===== src/rtl/seg7_scan_decoder.sv =====
// ---------------------------------------------------------------------------
// seg7_scan_decoder
//
// Receive-side counterpart of a multiplexed BCD-to-7-segment driver. The
// active-low segment bus and digit-select lines are sampled and each settled
// glyph is decoded back to its 4-bit value. One value is collected per digit
// position. When every position has been seen, the frame is published with a
// single-cycle valid pulse.
//
// Parameters
//   NUM_DIGITS     number of multiplexed digit positions (1..8)
//   STABLE_CYCLES  identical consecutive samples needed to accept a digit (2..255)
//
// Ports
//   clk        in   system clock, rising edge
//   reset      in   synchronous, active-high reset
//   seg_n      in   segments a..g on bits 0..6, active low
//   an_n       in   digit selects, active low, one-hot-low when valid
//   digitos    out  published frame, nibble i = value of position i
//   invalido   out  bit i set when position i held an illegal glyph
//   quadro_ok  out  one-cycle pulse when digitos/invalido update
// ---------------------------------------------------------------------------
module seg7_scan_decoder #(
    parameter int NUM_DIGITS    = 4,
    parameter int STABLE_CYCLES = 4
) (
    input  logic                    clk,
    input  logic                    reset,
    input  logic [6:0]              seg_n,
    input  logic [NUM_DIGITS-1:0]   an_n,
    output logic [4*NUM_DIGITS-1:0] digitos,
    output logic [NUM_DIGITS-1:0]   invalido,
    output logic                    quadro_ok
);

    localparam int CW = $clog2(STABLE_CYCLES + 1);

    typedef enum logic [1:0] {
        ESPERA,
        CONTA,
        TRAVADO
    } state_t;

    state_t                  state;
    state_t                  state_next;
    logic [CW-1:0]           count;
    logic [CW-1:0]           count_next;
    logic                    commit;

    logic [6:0]              s_seg;
    logic [NUM_DIGITS-1:0]   s_an;
    logic [6:0]              p_seg;
    logic [NUM_DIGITS-1:0]   p_an;

    logic [3:0]              dec_val;
    logic                    dec_bad;
    logic                    an_one_hot;
    logic                    changed;
    logic                    frame_done;

    logic [NUM_DIGITS-1:0]   mask;
    logic [4*NUM_DIGITS-1:0] pend_val;
    logic [NUM_DIGITS-1:0]   pend_inv;

    // Input stage plus a one-cycle-older copy; "unchanged" means the newest
    // registered sample matches the one before it.
    always_ff @(posedge clk) begin
        if (reset) begin
            s_seg <= 7'h7F;
            s_an  <= '1;
            p_seg <= 7'h7F;
            p_an  <= '1;
        end else begin
            s_seg <= seg_n;
            s_an  <= an_n;
            p_seg <= s_seg;
            p_an  <= s_an;
        end
    end

    // Glyph decode, active low with bits g..a; anything else is illegal.
    always_comb begin
        dec_val = 4'hF;
        dec_bad = 1'b0;
        case (s_seg)
            7'b1000000: dec_val = 4'd0;
            7'b1111001: dec_val = 4'd1;
            7'b0100100: dec_val = 4'd2;
            7'b0110000: dec_val = 4'd3;
            7'b0011001: dec_val = 4'd4;
            7'b0010010: dec_val = 4'd5;
            7'b0000010: dec_val = 4'd6;
            7'b1111000: dec_val = 4'd7;
            7'b0000000: dec_val = 4'd8;
            7'b0010000: dec_val = 4'd9;
            default:    dec_bad = 1'b1;
        endcase
    end

    assign an_one_hot = $onehot(~s_an);
    assign changed    = (s_seg != p_seg) || (s_an != p_an);
    assign frame_done = &mask;

    always_ff @(posedge clk) begin
        if (reset) begin
            state <= ESPERA;
            count <= '0;
        end else begin
            state <= state_next;
            count <= count_next;
        end
    end

    // Stability FSM. The counter holds the number of identical samples seen
    // in the current run; reaching STABLE_CYCLES commits exactly once and
    // then parks in TRAVADO with the counter saturated until the bus moves.
    always_comb begin
        state_next = state;
        count_next = count;
        commit     = 1'b0;
        case (state)
            ESPERA: begin
                count_next = '0;
                if (an_one_hot) begin
                    state_next = CONTA;
                    count_next = CW'(1);
                end
            end
            CONTA: begin
                if (changed) begin
                    if (an_one_hot) begin
                        count_next = CW'(1);
                    end else begin
                        state_next = ESPERA;
                        count_next = '0;
                    end
                end else if (count >= CW'(STABLE_CYCLES - 1)) begin
                    state_next = TRAVADO;
                    count_next = CW'(STABLE_CYCLES);
                    commit     = 1'b1;
                end else begin
                    count_next = count + CW'(1);
                end
            end
            TRAVADO: begin
                if (changed) begin
                    if (an_one_hot) begin
                        state_next = CONTA;
                        count_next = CW'(1);
                    end else begin
                        state_next = ESPERA;
                        count_next = '0;
                    end
                end
            end
            default: begin
                state_next = ESPERA;
                count_next = '0;
            end
        endcase
    end

    // Pending slots and position mask. A commit is only raised while s_an is
    // one-hot-low, so ~s_an is directly the mask bit of the committing
    // position. A commit landing on the completion edge survives the clear.
    always_ff @(posedge clk) begin
        if (reset) begin
            mask     <= '0;
            pend_val <= '0;
            pend_inv <= '0;
        end else begin
            mask <= (frame_done ? '0 : mask) | (commit ? ~s_an : '0);
            for (int i = 0; i < NUM_DIGITS; i++) begin
                if (commit && !s_an[i]) begin
                    pend_val[4*i +: 4] <= dec_val;
                    pend_inv[i]        <= dec_bad;
                end
            end
        end
    end

    // Frame publication, one edge after the mask fills.
    always_ff @(posedge clk) begin
        if (reset) begin
            digitos   <= '0;
            invalido  <= '0;
            quadro_ok <= 1'b0;
        end else begin
            quadro_ok <= frame_done;
            if (frame_done) begin
                digitos  <= pend_val;
                invalido <= pend_inv;
            end
        end
    end

endmodule


===== config.mk =====
export PLATFORM = sky130hd
export DESIGN_NAME = seg7_scan_decoder
export DESIGN_NICKNAME = d
export VERILOG_FILES = /design/src/rtl/seg7_scan_decoder.sv
export SDC_FILE = /design/constraint.sdc
export NUM_CORES = 1
export LEC_CHECK = 0
export BUFFER_PORTS_ARGS = -buffer_cell sky130_fd_sc_hd__buf_2
export CORE_MARGIN = 1.5
export CORE_UTILIZATION = 57
export CTS_CLUSTER_DIAMETER = 40
export DETAILED_ROUTE_END_ITERATION = 16
export MAX_ROUTING_LAYER = met4
export PLACE_DENSITY = 0.82
export REMOVE_ABC_BUFFERS = 1
export SYNTH_ARGS = -nofsm -noshare
export SYNTH_HDL_FRONTEND = slang
export SYNTH_SLANG_ARGS = --single-unit

===== constraint.sdc =====
create_clock -name clk -period 3.3 [get_ports clk]
set_clock_uncertainty 0.2 [all_clocks]
set_input_delay 0.33 -clock clk [delete_from_list [all_inputs] [get_ports clk]]
set_output_delay 0.33 -clock clk [all_outputs]
set_load 0.005 [all_outputs]

=== Word-level counts from Yosys, hierarchy flattened ===
Index checks and enable logic that the tools add are counted.

* Bits in registers: 72
* Output and inout bits: 21

* Reduce and logical (&&, ||, !) cells: 14
* Bitwise logic cells: 2
* Order comparisons: 1
* Equal/unequal tests: 18
* Add/sub/neg operators: 4
* Muxes and demuxes: 19

{| class="wikitable"
|+ Operators by type and width
! cell !! number
|-
| 4-bit one-hot mux with 10 select lines || 1
|-
| 7-bit by 5-bit == test with 1-bit output (second input constant) || 3
|-
| 7-bit == test (second input constant) || 3
|-
| 7-bit by 6-bit == test with 1-bit output (second input constant) || 2
|-
| 2-bit two-way mux || 5
|-
| 10-bit OR reduction || 1
|-
| 3-bit two-way mux || 3
|-
| 3-bit one-hot mux with 3 select lines || 1
|-
| 4-bit two-way mux || 2
|-
| 4-bit AND reduction || 2
|-
| 7-bit by 2-bit == test with 1-bit output (second input constant) || 1
|-
| 7-bit logical NOT || 1
|-
| 7-bit inequality test || 1
|-
| 1-bit two-way mux || 6
|-
| 3-bit inequality test (second input constant) || 2
|-
| 2-bit one-hot mux with 3 select lines || 1
|-
| 1-bit by 1-bit adder with 2-bit output || 2
|-
| 1-bit logical AND || 4
|-
| 1-bit logical NOT || 4
|-
| 2-bit inequality test (second input constant) || 2
|-
| 4-bit inequality test || 1
|-
| 4-bit NOT || 1
|-
| 4-bit bitwise OR || 1
|-
| 2-bit by 2-bit adder with 3-bit output || 1
|-
| 7 further kinds || 7
|}

=== Longest topological paths before layout ===
Gate-level depths: netlist of run 1.

* Depth after elaboration: 7
* Depth in mapped cells: 8
* Depth with buffers taken out: 7

=== Least setup slack after synthesis of run 1 ===
No wires, ideal clock.

* Path kind: register -> register
* Start point: reg s_an[0]
* End point: reg count[0]
* Path slack: 0.741 ns
* Clock period less this slack: 2.559 ns
* Cell stages (with the launch flop): 8
* Data required time: 3.021 ns
* Library setup time: 0.079 ns
* Data arrival time: 2.280 ns
* Path buffers: 0
* Path through: dfxtp_1 > fa_1 > inv_1 > ha_1 > ha_1 > or4b_2 > o31a_1 > a211oi_2

* Word-level cells in the longest chain between the ends: 7
* Elaborated cells on any way between the ends: 11

{| class="wikitable"
|+ Ends and longest elaborated chain
! element !! line !! RTL
|-
| start, declared || 51 || <nowiki>logic [NUM_DIGITS-1:0] s_an;</nowiki>
|-
| start signal, assigned || 75 || <nowiki>s_an <= an_n;</nowiki>
|-
| 4-bit NOT || 100 || <nowiki>assign an_one_hot = $onehot(~s_an);</nowiki>
|-
| 1-bit by 1-bit adder with 2-bit output (not written as such) || 100 ||
|-
| 2-bit by 2-bit adder with 3-bit output (not written as such) || 100 ||
|-
| 3-bit by 1-bit == test with 1-bit output || 100 ||
|-
| 1-bit two-way mux || 124, 131, 147 ||
|-
| 3-bit two-way mux (on tied branches) || 146, 130 ||
|-
| 3-bit one-hot mux with 3 select lines || 121 || <nowiki>case (state)</nowiki>
|-
| end signal, assigned || 110 || <nowiki>count <= count_next;</nowiki>
|-
| end, declared || 46 || <nowiki>logic [CW-1:0] count;</nowiki>
|}

Parallel ways exist; a longest one is shown, timed or not. The select of a mux whose other input is x is not followed.
A chain may end at the register's enable or synchronous reset.

=== Final worst setup path of run 1 ===
Ends and elaborated chain as after synthesis.

==> impl_metrics.env, run 1 <==
export IMPL_status="finished, final reports clean"
export IMPL_fin_crit_sh_pct=83.02
export IMPL_drtAntennaViolNets=0
export IMPL_worst_hold_path_num_cells=2
export IMPL_required_ns=3.37
export IMPL_syn_to_final_growth_pct=16.90
export IMPL_min_to="invalido[2]"
export IMPL_cp_arrival_ns=2.81
export IMPL_cellLeakagePower_nw=1.248
export IMPL_grt_pass1_vias=2136
export IMPL_grt_usage_pct=22.87
export IMPL_cts_root_buf="clkbuf_8"
export IMPL_wl_um=5560
export IMPL_yosysWarnings=0
export IMPL_hpwlAfterDp_um=3703
export IMPL_grt_pass1_wl_um=9363
export IMPL_floorplan_initialDensity_pct=60.08
export IMPL_report_final_slew_viol_count=0
export IMPL_final_nets=374
export IMPL_fp_dieW_um=74.26
export IMPL_period_needed_ns=2.740
export IMPL_synthTopCellsByArea="dfxtp_1 (50%), a21oi_1 (6.7%), nand2_1 (5.6%)"
export IMPL_ys_types=41
export IMPL_ys_ff_latch=72
export IMPL_clkLatencyLatePin_ns=0.35
export IMPL_antenna_found_initial=0
export IMPL_path_class="flop to flop"
export IMPL_hp_class="input pin to flop"
export IMPL_rsz0062_at_grt="no"
export IMPL_path_max_fanout=5
export IMPL_post_place_ws_ns=0.5989
export IMPL_finalSetupViolations=0
export IMPL_fmax_mhz=365.0
export IMPL_core_area_sq_um=4817
export IMPL_synth_most_common_cell="dfxtp_1"
export IMPL_antenna_cells=0
export IMPL_netlist_area_sq_um=2894
export IMPL_worstRegToRegCells=7
export IMPL_relSlewSlack_pct=35.30
export IMPL_grt_max_degree=44
export IMPL_drive_gt1_share_pct=22.78
export IMPL_fin_area_sq_um=3383
export IMPL_via_per_inst=5.464
export IMPL_syn_area_per_cell_sq_um=9.044
export IMPL_avgRoutedWirePerCell_um=13.02
export IMPL_worstMarginPinSlew_ns=0.9676
export IMPL_cts_buffers=9
export IMPL_drc=0
export IMPL_cts_tree="yes"
export IMPL_finalHoldViolations=0
export IMPL_ios=34
export IMPL_synth_common_cells="dfxtp_1 (72), nand2_1 (43), a21oi_1 (39)"
export IMPL_cp_end_kind="flop"
export IMPL_synthFlopType="dfxtp_1"
export IMPL_cts_resized=0
export IMPL_grt_overflow=0
export IMPL_port_buffers=33
export IMPL_yosys_area_top_type="dfxtp_1"
export IMPL_rows=25
export IMPL_htreeDepth=3
export IMPL_clkSinkCount=72
export IMPL_place_area_sq_um=3054
export IMPL_drt_iter0_markers=158
export IMPL_ir_drop_mv=0.4604
export IMPL_powerDensity_nw_per_um2=521.6
export IMPL_hp_start="reset"
export IMPL_async_flop_share_pct=0
export IMPL_dr_pass1_iters=4
export IMPL_die_y_um=74.26
export IMPL_rr_startpoint="s_an[0]"
export IMPL_place_congestion=0.7988
export IMPL_critPathLaunchType="flop"
export IMPL_reg2reg_slack_ns=0.56
export IMPL_max_cap_violations=0
export IMPL_synth_edf_count=0
export IMPL_syn_inst=320
export IMPL_num_vias=2333
export IMPL_rr_endpoint="count[0]"
export IMPL_cts_buffer_depth=2
export IMPL_synth_top_area_share_pct=49.81
export IMPL_tns_ns=0
export IMPL_dieArea_sq_um=5514
export IMPL_power_w=0.001765
export IMPL_ys_seq_area_share_pct=49.81
export IMPL_fin_ws_ns=0.5604
export IMPL_cts_clk_slew_worst_paths_ns=0.07
==> power breakdown <==
part | internal [W] | switching (W) | total (W)
Combinational | 0.0000472 | 0.0000503 | 0.0000975
Sequential | 0.000884 | 0.0000225 | 0.000907
Clock | 0.000441 | 0.000319 | 0.000760
==> registers in the layout, indices dropped and copies added, names as in the netlist <==
signal / cells
invalido: 4
mask: 4
pend_val: 16
pend_inv: 4
s_seg: 7
p_seg: 7
count: 3
quadro_ok: 1
p_an: 4
state: 2
s_an: 4
digitos: 16
==> layout make-up <==
| class | count | area, sq um |
|---|---|---|
| Clock buffer | 10 | 137.6 |
| Clock inverter | 5 | 81.33 |
| Fill cell | 389 | 1434 |
| Inverter | 6 | 22.52 |
| Multi-Input combinational cell | 220 | 1319 |
| Sequential cell | 72 | 1441 |
| Tap cell | 67 | 83.83 |
| Timing Repair Buffer | 47 | 297.8 |
==> cells in the final DEF (no fill, tap or decap), types with 3 or more instances in the layout <==
cell type       n
a211oi_1       14
a21oi_1        39
buf_2          33
buf_4           3
clkbuf_8       10
dfxtp_1        72
dlygate4sd3_1  11
ha_1            4
inv_1           6
mux2i_1         3
nand2_1        43
nand3_1         6
nor2_1         24
nor3_1          7
nor4_1          8
nor4_2          3
o21ai_0         4
or2_2          22
or3_1           5
xnor2_1        12
==> routing by layer <==
layer | up-vias | GRT usage [%] | share of wire (%)
met5 | - | - | 0
met4 | 0 | 9.697 | 1.5
met3 | 11 | 7.182 | 5.4
met2 | 67 | 34.92 | 47
met1 | 1074 | 27.95 | 46
li1 | 1181 | - | -
==> what timing repair did <==
item                      in CTS  in global routing
buffers inserted               0                  0
hold endpoints to repair      11                  0
hold buffers                  11                  0
==> how the worst max path moves through the flow <==
stage	startpoint	endpoint	slack [ns]	cells after the start
3_5_place_dp	s_an[0]	count[0]	0.60	7
2_1_floorplan	s_an[0]	count[0]	0.74	7
5_1_grt	s_an[0]	count[0]	0.45	7
4_1_cts	s_an[0]	count[0]	0.56	7
6_report	s_an[0]	count[0]	0.56	7
3_3_place_gp	s_an[0]	count[0]	0.70	7
==> cell families (layout without fill, tap and decap cells) <==
family                     count (synthesis)  after routing  synth area share (%)
and+or+nand+nor                          133            133                 24.21
xor gates and xnor gates                  12             12                 3.632
muxes                                      3              3                 1.038
buffers and inverters                     28             68                 4.626
adders and majority gates                  6              6                 2.767
DFF                                       72             72                 49.81
AOI/OAI and AO/OA                         66             66                 13.92
==> critical path, stage by stage, from the launching register on <==
cell and delay (ns):
dfxtp_1 0.37, fa_1 0.56, inv_1 0.05, ha_1 0.17
ha_1 0.27, or4b_2 0.69, o31a_1 0.15, a211oi_2 0.20
==> metrics by stage <==
step                      hold slack, ns  instances  util [%]
final                             0.2348        427     70.23
after global routing              0.2614        427     70.23
after CTS                         0.2231        427     70.23
after detailed placement          0.2433        401     63.40
after global placement            0.2385        401     63.40
after floorplan                   0.1991        298         -
Power figures use the tool's default switching activity.
==> inputs of run 2 (changes only) <==
Settings changed: ABC_AREA from default to 1.
Clock period 3.3 ns to 2.9 ns, I/O delays scaled along.
==> impl_metrics.env, run 2 <==
export IMPL_antenna_cells=0
export IMPL_hold_buffers=11
export IMPL_max_cap_violations=0
export IMPL_floorplan_initialDensity_pct=58.59
export IMPL_place_congestion=0.8066
export IMPL_async_flop_share_pct=0
export IMPL_finalSetupViolations=0
export IMPL_hp_start="reset"
export IMPL_clkLatencyLatePin_ns=0.36
export IMPL_drtAntennaViolNets=0
export IMPL_powerDensity_nw_per_um2=595.1
export IMPL_place_area_sq_um=3174
export IMPL_cts_buffers=9
export IMPL_critPathLaunchType="flop"
export IMPL_die_y_um=74.99
export IMPL_yosysWarnings=0
export IMPL_synth_edf_count=0
export IMPL_hp_class="input pin to flop"
export IMPL_drt_iter0_markers=165
export IMPL_cp_arrival_ns=2.43
export IMPL_dieArea_sq_um=5624
export IMPL_layout_commonest_cell="nand2_1"
export IMPL_grt_usage_pct=23.55
export IMPL_cellLeakagePower_nw=1.724
export IMPL_rsz0062_at_grt="no"
export IMPL_rows=26
export IMPL_syn_area_per_cell_sq_um=7.753
export IMPL_synth_common_cells="nand2_1 (83), dfxtp_1 (72), inv_1 (41)"
export IMPL_final_core_util_pct=69.21
export IMPL_fmax_mhz=422.0
export IMPL_drc=0
export IMPL_worstMarginPinSlew_ns=0.5064
export IMPL_port_buffers=33
export IMPL_ys_types=30
export IMPL_min_to="mask[0]"
export IMPL_ys_ff_latch=72
export IMPL_rr_endpoint="state[0]"
export IMPL_via_per_inst=4.916
export IMPL_path_max_fanout=4
export IMPL_ios=34
export IMPL_post_cts_setup_buffers=0
export IMPL_num_vias=2468
export IMPL_report_final_slew_viol_count=0
export IMPL_synth_most_common_cell="nand2_1"
export IMPL_status="finished, final reports clean"
export IMPL_cts_clk_slew_worst_paths_ns=0.08
export IMPL_fin_crit_sh_pct=81.71
export IMPL_grt_overflow=0
export IMPL_cp_end_kind="flop"
export IMPL_drive_gt1_share_pct=18.98
export IMPL_syn_inst=381
export IMPL_cts_root_buf="clkbuf_8"
export IMPL_power_w=0.002077
export IMPL_cts_tree="yes"
export IMPL_tns_ns=0
export IMPL_rr_startpoint="s_an[0]"
export IMPL_synthTopCellsByArea="dfxtp_1 (49%), nand2_1 (11%), a21oi_1 (6.8%)"
export IMPL_period_needed_ns=2.370
export IMPL_grt_pass1_wl_um=9597
export IMPL_fp_dieW_um=74.99
export IMPL_worstRegToRegCells=12
export IMPL_wl_um=5689
export IMPL_cts_resized=0
export IMPL_yosys_area_top_type="dfxtp_1"
export IMPL_reg2reg_slack_ns=0.53
export IMPL_final_nets=445
export IMPL_finalHoldViolations=0
export IMPL_mostFrequentLayoutCells="nand2_1 (83), dfxtp_1 (72), inv_1 (41)"
export IMPL_fin_area_sq_um=3490
export IMPL_worst_hold_path_num_cells=2
export IMPL_dr_pass1_iters=4
export IMPL_htreeDepth=3
export IMPL_synthFlopType="dfxtp_1"
export IMPL_ir_drop_mv=0.4826
export IMPL_hpwlAfterDp_um=3757
export IMPL_synth_top_area_share_pct=48.79
export IMPL_antenna_found_initial=0
export IMPL_top_regs="digitos (16), pend_val (16)"
export IMPL_netlist_area_sq_um=2954
export IMPL_cts_buffer_depth=2
export IMPL_syn_to_final_growth_pct=18.13
export IMPL_required_ns=2.96
export IMPL_ys_seq_area_share_pct=48.79
export IMPL_core_area_sq_um=5042
export IMPL_grt_pass1_vias=2282
export IMPL_grt_max_degree=41
export IMPL_relSlewSlack_pct=66.03
export IMPL_avgRoutedWirePerCell_um=11.33
export IMPL_clkSinkCount=72
export IMPL_whs_ns=0.1110
export IMPL_path_class="flop to flop"
run 2: kinds of logic (layout without fill, tap and decap cells):
| kind of cell | Yosys count | after routing | synth area share (%) |
|---|---|---|---|
| buf+inv | 62 | 113 | 8.683 |
| compound gates | 69 | 69 | 11.86 |
| simple gates | 168 | 168 | 26.81 |
| flops | 72 | 72 | 48.79 |
| fa+ha+maj | 5 | 5 | 2.372 |
| xor+xnor | 5 | 5 | 1.482 |
run 2: worst max path at each step:
stage	from	end	slack, ns	depth (start not counted)
6_report	s_an[0]	state[0]	0.53	12
5_1_grt	s_an[0]	state[0]	0.31	13
4_1_cts	s_an[0]	state[0]	0.53	13
3_5_place_dp	s_an[0]	state[0]	0.53	13
3_3_place_gp	s_an[0]	state[0]	0.61	12
2_1_floorplan	s_an[0]	state[0]	0.66	13
run 2: worst max-delay path: stages, from the launching register on:
cell and delay [ns]:
dfxtp_1 0.35, fa_1 0.54, inv_1 0.04, ha_1 0.17
ha_1 0.27, nor2_1 0.10, nand2_1 0.10, nor2_1 0.12
nand2_1 0.06, nand2_1 0.11, nor2_1 0.08, nor2_1 0.10
nor2_1 0.05
run 2: report_power, final:
part / internal [W] / switching (W)
Combinational: 0.0000824 / 0.000126
Sequential: 0.00102 / 0.0000307
Clock: 0.000423 / 0.000396
Total: 0.00152 / 0.000552
run 2: area by class of cell:
class,instances,area [sq um]
multi-input combinational,247,1256
sequential,72,1441
tap,70,87.58
fill,402,1553
timing repair buffer,46,302.8
clock buffer,10,137.6
clock inverter,6,67.56
inverter,51,196.4
run 2: metrics by stage:
step | instances | setup WS (ns)
2_1_floorplan | 370 | 0.6594
3_3_place_gp | 475 | 0.6116
3_5_place_dp | 475 | 0.5304
4_1_cts | 502 | 0.5320
5_1_grt | 502 | 0.3090
6_report | 502 | 0.5303
run 2: routing by layer:
| metal | routed length, um | up-vias | part of all wire (%) | GRT usage [%] |
|---|---|---|---|---|
| li1 | - | 1296 | - | - |
| met1 | 2548 | 1112 | 45 | 27.77 |
| met2 | 2740 | 47 | 48 | 37.95 |
| met3 | 285 | 13 | 5.0 | 4.418 |
| met4 | 114 | 0 | 2.0 | 12.73 |
| met5 | 0 | - | 0 | - |
